### src/rtl/stack_prog_loader.sv
// Program-memory loader for stackCPU: assembles a byte stream into 16-bit words and holds the CPU
// in reset until a well-formed program is loaded. Optional checksum byte: LOADER_CHECKSUM_EN.
module stack_prog_loader #(
  parameter int unsigned INSTR_WIDTH    = 16,
  parameter int unsigned PC_WIDTH       = 8,
  parameter int unsigned PGRM_MEM_DEPTH = 256
) (
  input  logic                   clk,
  input  logic                   reset,
  input  logic                   load_start,
  input  logic                   load_valid,
  output logic                   load_ready,
  input  logic [7:0]             load_byte,
  input  logic                   load_last,
  input  logic [PC_WIDTH-1:0]    pc,
  output logic [INSTR_WIDTH-1:0] instruction,
  output logic                   instr_valid,
  output logic                   cpu_hold,
  output logic [PC_WIDTH:0]      load_count,
  output logic                   load_error
);

  localparam int unsigned AddrW = (PGRM_MEM_DEPTH > 1) ? $clog2(PGRM_MEM_DEPTH) : 1;
  localparam logic [PC_WIDTH:0] DepthCnt = (PC_WIDTH + 1)'(PGRM_MEM_DEPTH);

  typedef enum logic [2:0] {
    StIdle,
    StLoadHi,
    StLoadLo,
    StRun,
    StErr
`ifdef LOADER_CHECKSUM_EN
    , StChk
`endif
  } state_e;

  state_e                 state_q, state_d;
  logic [PC_WIDTH:0]      count_q, count_d;
  logic [7:0]             hi_q, hi_d;
  logic                   mem_we;
  logic                   accept;
  logic [INSTR_WIDTH-1:0] mem [PGRM_MEM_DEPTH];

`ifdef LOADER_CHECKSUM_EN
  logic [7:0] csum_q, csum_d;
`endif

  assign accept = load_valid && load_ready;

  always_comb begin
    load_ready = 1'b0;
    unique case (state_q)
      StLoadHi, StLoadLo: load_ready = 1'b1;
`ifdef LOADER_CHECKSUM_EN
      StChk:              load_ready = 1'b1;
`endif
      default:            load_ready = 1'b0;
    endcase
  end

  always_comb begin
    state_d = state_q;
    count_d = count_q;
    hi_d    = hi_q;
    mem_we  = 1'b0;
    // load_start wins over any byte accepted on the same edge, in every state
    if (load_start) begin
      state_d = StLoadHi;
      count_d = '0;
    end else begin
      unique case (state_q)
        StLoadHi: begin
          if (accept) begin
            if (count_q == DepthCnt || load_last) begin
              state_d = StErr;
            end else begin
              hi_d    = load_byte;
              state_d = StLoadLo;
            end
          end
        end
        StLoadLo: begin
          if (accept) begin
            mem_we  = 1'b1;
            count_d = count_q + 1'b1;
`ifdef LOADER_CHECKSUM_EN
            state_d = load_last ? StChk : StLoadHi;
`else
            state_d = load_last ? StRun : StLoadHi;
`endif
          end
        end
`ifdef LOADER_CHECKSUM_EN
        StChk: begin
          if (accept) state_d = (load_byte == csum_q) ? StRun : StErr;
        end
`endif
        StIdle, StRun, StErr: state_d = state_q;
        default: state_d = StIdle;
      endcase
    end
  end

`ifdef LOADER_CHECKSUM_EN
  always_comb begin
    csum_d = csum_q;
    if (load_start) begin
      csum_d = '0;
    end else if (accept && (state_q == StLoadHi || state_q == StLoadLo)) begin
      csum_d = csum_q ^ load_byte;
    end
  end

  always_ff @(posedge clk or negedge reset) begin
    if (!reset) csum_q <= '0;
    else        csum_q <= csum_d;
  end
`endif

  always_ff @(posedge clk or negedge reset) begin
    if (!reset) begin
      state_q <= StIdle;
      count_q <= '0;
      hi_q    <= '0;
    end else begin
      state_q <= state_d;
      count_q <= count_d;
      hi_q    <= hi_d;
    end
  end

  // Program memory is deliberately not reset.
  always_ff @(posedge clk) begin
    if (mem_we) mem[count_q[AddrW-1:0]] <= {hi_q, load_byte};
  end

  assign cpu_hold    = (state_q != StRun);
  assign load_error  = (state_q == StErr);
  assign load_count  = count_q;
  assign instr_valid = (state_q == StRun) && ({1'b0, pc} < count_q);
  assign instruction = instr_valid ? mem[pc[AddrW-1:0]] : '1;

endmodule
### config.mk
export PLATFORM = sky130hd
export DESIGN_NAME = stack_prog_loader
export DESIGN_NICKNAME = d
export VERILOG_FILES = /design/src/rtl/stack_prog_loader.sv
export SDC_FILE = /design/constraint.sdc
export NUM_CORES = 2
export LEC_CHECK = 0
export CAP_MARGIN = 20
export CORE_MARGIN = 2
export CORE_UTILIZATION = 65
export CTS_BUF_LIST = sky130_fd_sc_hd__clkbuf_2
export DETAILED_ROUTE_END_ITERATION = 7
export PLACE_DENSITY = 0.81
export SKIP_LAST_GASP = 1
export SLEW_MARGIN = 10
export SYNTH_ARGS = -nofsm -noshare
export SYNTH_HDL_FRONTEND = slang
export SYNTH_SLANG_ARGS = --single-unit
### constraint.sdc
create_clock -name clk -period 8.7 [get_ports clk]
set_clock_uncertainty 0.1 [all_clocks]
set_input_delay 2.61 -clock clk [delete_from_list [all_inputs] [get_ports clk]]
set_output_delay 2.61 -clock clk [all_outputs]
set_load 0.05 [all_outputs]
==> run_results.csv <==
group,metric,value,unit
final_layout,n_fill_cell,13663,
global_route,track_usage,0.337,
final_layout,final_area,0.174,sq mm
sta,finalCritPeriodShare,1.01,
power,power_frac_clock,0.322,
die,io_pins,50,
sta,rsz0062_at_grt,"no",
clock_tree,clk_latency,2.12,ns
die,die_x,498,um
critical_path,crit_required,5.99,ns
critical_path,slowest_delay,0.93,ns
sta,tightestPinTransition,1.39,ns
power,p_seq_frac,0.611,
clock_tree,cts_buffers,939,
clock_tree,cts_setup_buffers,0,
hold_path,min_path_type,"reg2reg",
sta,fin_ws,-0.0946,ns
final_layout,final_layout_size_suffix_gt1_frac,0.325,
critical_path,crit_chain,"buf_4 -> buf_4 -> nor2b_1 -> nand2_1 -> o2111ai_1 -> o31ai_1 -> buf_4 -> nor4_2 -> buf_4 -> buf_12",
global_route,grt_pass1_vias,84534,
hold_path,hold_path_end,"state_q[1]$_DFFE_PN0P_",
critical_path,rr_worst_depth,7,
synthesis,yosys_warnings,0,
die,fp-row-count,181,
critical_path,crit_family,"simple AND/OR/NAND/NOR gates",
synthesis,yosys-top-cells-area,"edfxtp_1 (78%), mux4_2 (11%), mux2i_1 (2.8%)",
run,maxCapViolCount,0,
synthesis,seq_area_frac_synth,0.780,
run_status,violations,"negative setup slack",
routing,vias,84716,
sta,fin_tns_setup,-0.195,ns
sta,fmax,114,MHz
placed_design,placed_area,0.166,sq mm
routing,vias_per_cell,6.86,
global_route,gr-total-overflow,0,
sta,setup_viol,4,
run_status,status,"complete, but fails checks",
power,p_sw,9.47,mW
power,ir_worst_vdd,0.174,mV
critical_path,reg2reg_slack,4.48,ns
clock_tree,htreeDepth,6,
synthesis,yosys.area.top_type,"edfxtp_1",
critical_path,start_kind,"input port",
critical_path,cp-startpoint,"pc[2]",
synthesis,yosys-top-cells-count,"edfxtp_1 (4,096), mux4_2 (780), mux2i_1 (442)",
sta,holdWs,0.529,ns
placed_design,gp_congestion,1.01,
global_route,antenna_found_initial,14,
hold_path,hp-start,"state_q[2]$_DFFE_PN0P_",
power,p_int,28.0,mW
die,dieArea,0.248,sq mm
critical_path,r2r-end,"mem[220][8]$_DFFE_PP_",
critical_path,worst-path-buf-inv,5,
critical_path,arrival,6.08,ns
synthesis,syn_nets,7243,
synthesis,ys.flop_type,"edfxtp_1",
clock_tree,cts_hold_buffers,0,
routing,drcViolationCount,0,
clock_tree,cts_tree,"done",
placed_design,io_buffers,49,
global_route,grt_max_degree,203,
final_layout,fin_nets,8463,
sta,max-slew-margin-rel,0.0706,
power,swShare,0.253,
routing,drtPass1Iterations,6,
synthesis,syn_inst,7211,
sta,finalCriticalPeriod,8.79,ns
synthesis,synth_area,0.158,sq mm
die,die_y,498,um
hold_path,min_path_cells,1,
critical_path,worstSetupPathType,"in2out",
critical_path,cp.depth,10,
clock_tree,clk_pin_slew_worst_paths,0.11,ns
critical_path,worstSetupEndpointType,"output pin",
power,p_leak,57.7,nW
clock_tree,clockBufferDepth,4,
routing,ant_nets,0,
sta,hold_violations,0,
placed_design,hpwl,251000,um
clock_tree,root_buffer,"clkbuf_2",
global_route,grt_first_pass_wirelength,592000,um
synthesis,synth.distinct_cells,71,
critical_path,cp_common_cell,"buf_4",
die,coreArea,0.243,sq mm
power,combPwrFrac,0.067,
synthesis,async_flop_share,0.00486,
synthesis,synth_top_area_share,0.777,
sta,final-max-slew-violation-count,0,
power,cellPowerDensity,215,mW/mm^2
routing,drt_iter0_drc,14128,
synthesis,synth_most_common_cell,"edfxtp_1",
die,initial_core_util,0.652,
clock_tree,cts_sinks,4116,
final_layout,syn2layout_area_growth,10.1,%
synthesis,synth-seq-cells,4116,
critical_path,crit_fanout,26,
synthesis,avgSynthCellArea,22.0,sq um
critical_path,r2r-start,"state_q[2]$_DFFE_PN0P_",
synthesis,synth_edf_count,4096,
critical_path,cp_slowest_cell,"nor2b_1",
routing,routed_wl,416000,um
routing,routedWlPerCell,33.6,um
[sequential cells by signal, summed over array words and instances, names as in the netlist]
name,cells
mem,4096
hi_q,8
state_q,3
load_count,9
[power by group through the flow]
stage          registers, mW  clock network, mW  logic, mW
3_5_place_dp            23.3                  0       2.44
5_1_grt                 22.9               13.1       2.59
2_1_floorplan           23.7                  0      0.965
4_1_cts                 22.8               12.2       2.45
6_report                22.9               12.1       2.52
3_3_place_gp            23.3                  0       2.33
[stage by stage]
stage / util / setup WS, ns / total power, mW / std cells
floorplan: - / 0.461 / 24.6 / 7211
global placement: 0.683 / -0.718 / 25.6 / 10683
detailed placement: 0.683 / -0.280 / 25.7 / 10685
CTS: 0.718 / -0.0886 / 37.5 / 12343
global route: 0.718 / 0.0226 / 38.6 / 12351
finish: 0.718 / -0.0946 / 37.4 / 12358
[area by class of cell]
class / count / area (sq um) / area share
diodes: 8 / 20.0 / 0.000115
clock buffers: 1367 / 6840 / 0.0392
clock inverters: 291 / 1610 / 0.00922
inverters: 13 / 53.8 / 0.000309
multi-input cells: 2662 / 31800 / 0.182
flip-flops and latches: 4116 / 124000 / 0.709
well taps: 3202 / 4010 / 0.0230
repair buffers: 699 / 6480 / 0.0372
[how the worst max path moves through the flow]
| stage | endpoint | slack, ns |
|---|---|---|
| after floorplan | instruction[8] | 0.46 |
| after global placement | instruction[9] | -0.72 |
| after detailed placement | instruction[15] | -0.28 |
| after CTS | instruction[15] | -0.09 |
| after global routing | instruction[13] | 0.02 |
| final | instruction[7] | -0.09 |
[routing by layer]
metal / up-vias / track usage / share of wire
li1: 33657 / - / -
met1: 42604 / 0.458 / 0.33
met2: 7341 / 0.497 / 0.46
met3: 1106 / 0.108 / 0.15
met4: 8 / 0.175 / 0.057
met5: - / 0 / 0.00013
[layout by cell type (no fill, tap or decap), types with 11 or more instances in the layout]
| master | count |
|---|---|
| buf_12 | 86 |
| bufinv_16 | 15 |
| mux4_1 | 60 |
| o21ai_0 | 92 |
| mux4_2 | 780 |
| nor4_2 | 12 |
| nand3_1 | 21 |
| edfxtp_1 | 4096 |
| a21oi_1 | 133 |
| o211ai_1 | 14 |
| buf_4 | 578 |
| a22oi_1 | 52 |
| dfrtp_1 | 12 |
| clkinv_1 | 222 |
| clkdlybuf4s50_1 | 18 |
| a211oi_1 | 12 |
| clkinv_2 | 28 |
| ha_1 | 11 |
| o221ai_1 | 100 |
| mux2i_1 | 442 |
| mux2_2 | 11 |
| o22ai_1 | 217 |
| nand2_1 | 104 |
| nor2_1 | 309 |
| clkbuf_2 | 1367 |
| nor4_1 | 50 |
| a31oi_1 | 47 |
| a221oi_1 | 52 |
[cell families after synthesis]
| logic type | synth area share |
|---|---|
| simple gates | 0.0162 |
| fa+ha+maj | 0.000869 |
| xor+xnor | 0.000498 |
| buf+inv | 0.0203 |
| flops | 0.780 |
| compound gates | 0.0325 |
| mux | 0.150 |
[repair_timing]
action	in CTS	in global routing
setup endpoints to repair	2	6
resized for setup	2	7
endpoints found under the hold margin	0	0
No activity file was read; power rests on OpenSTA's default activity.
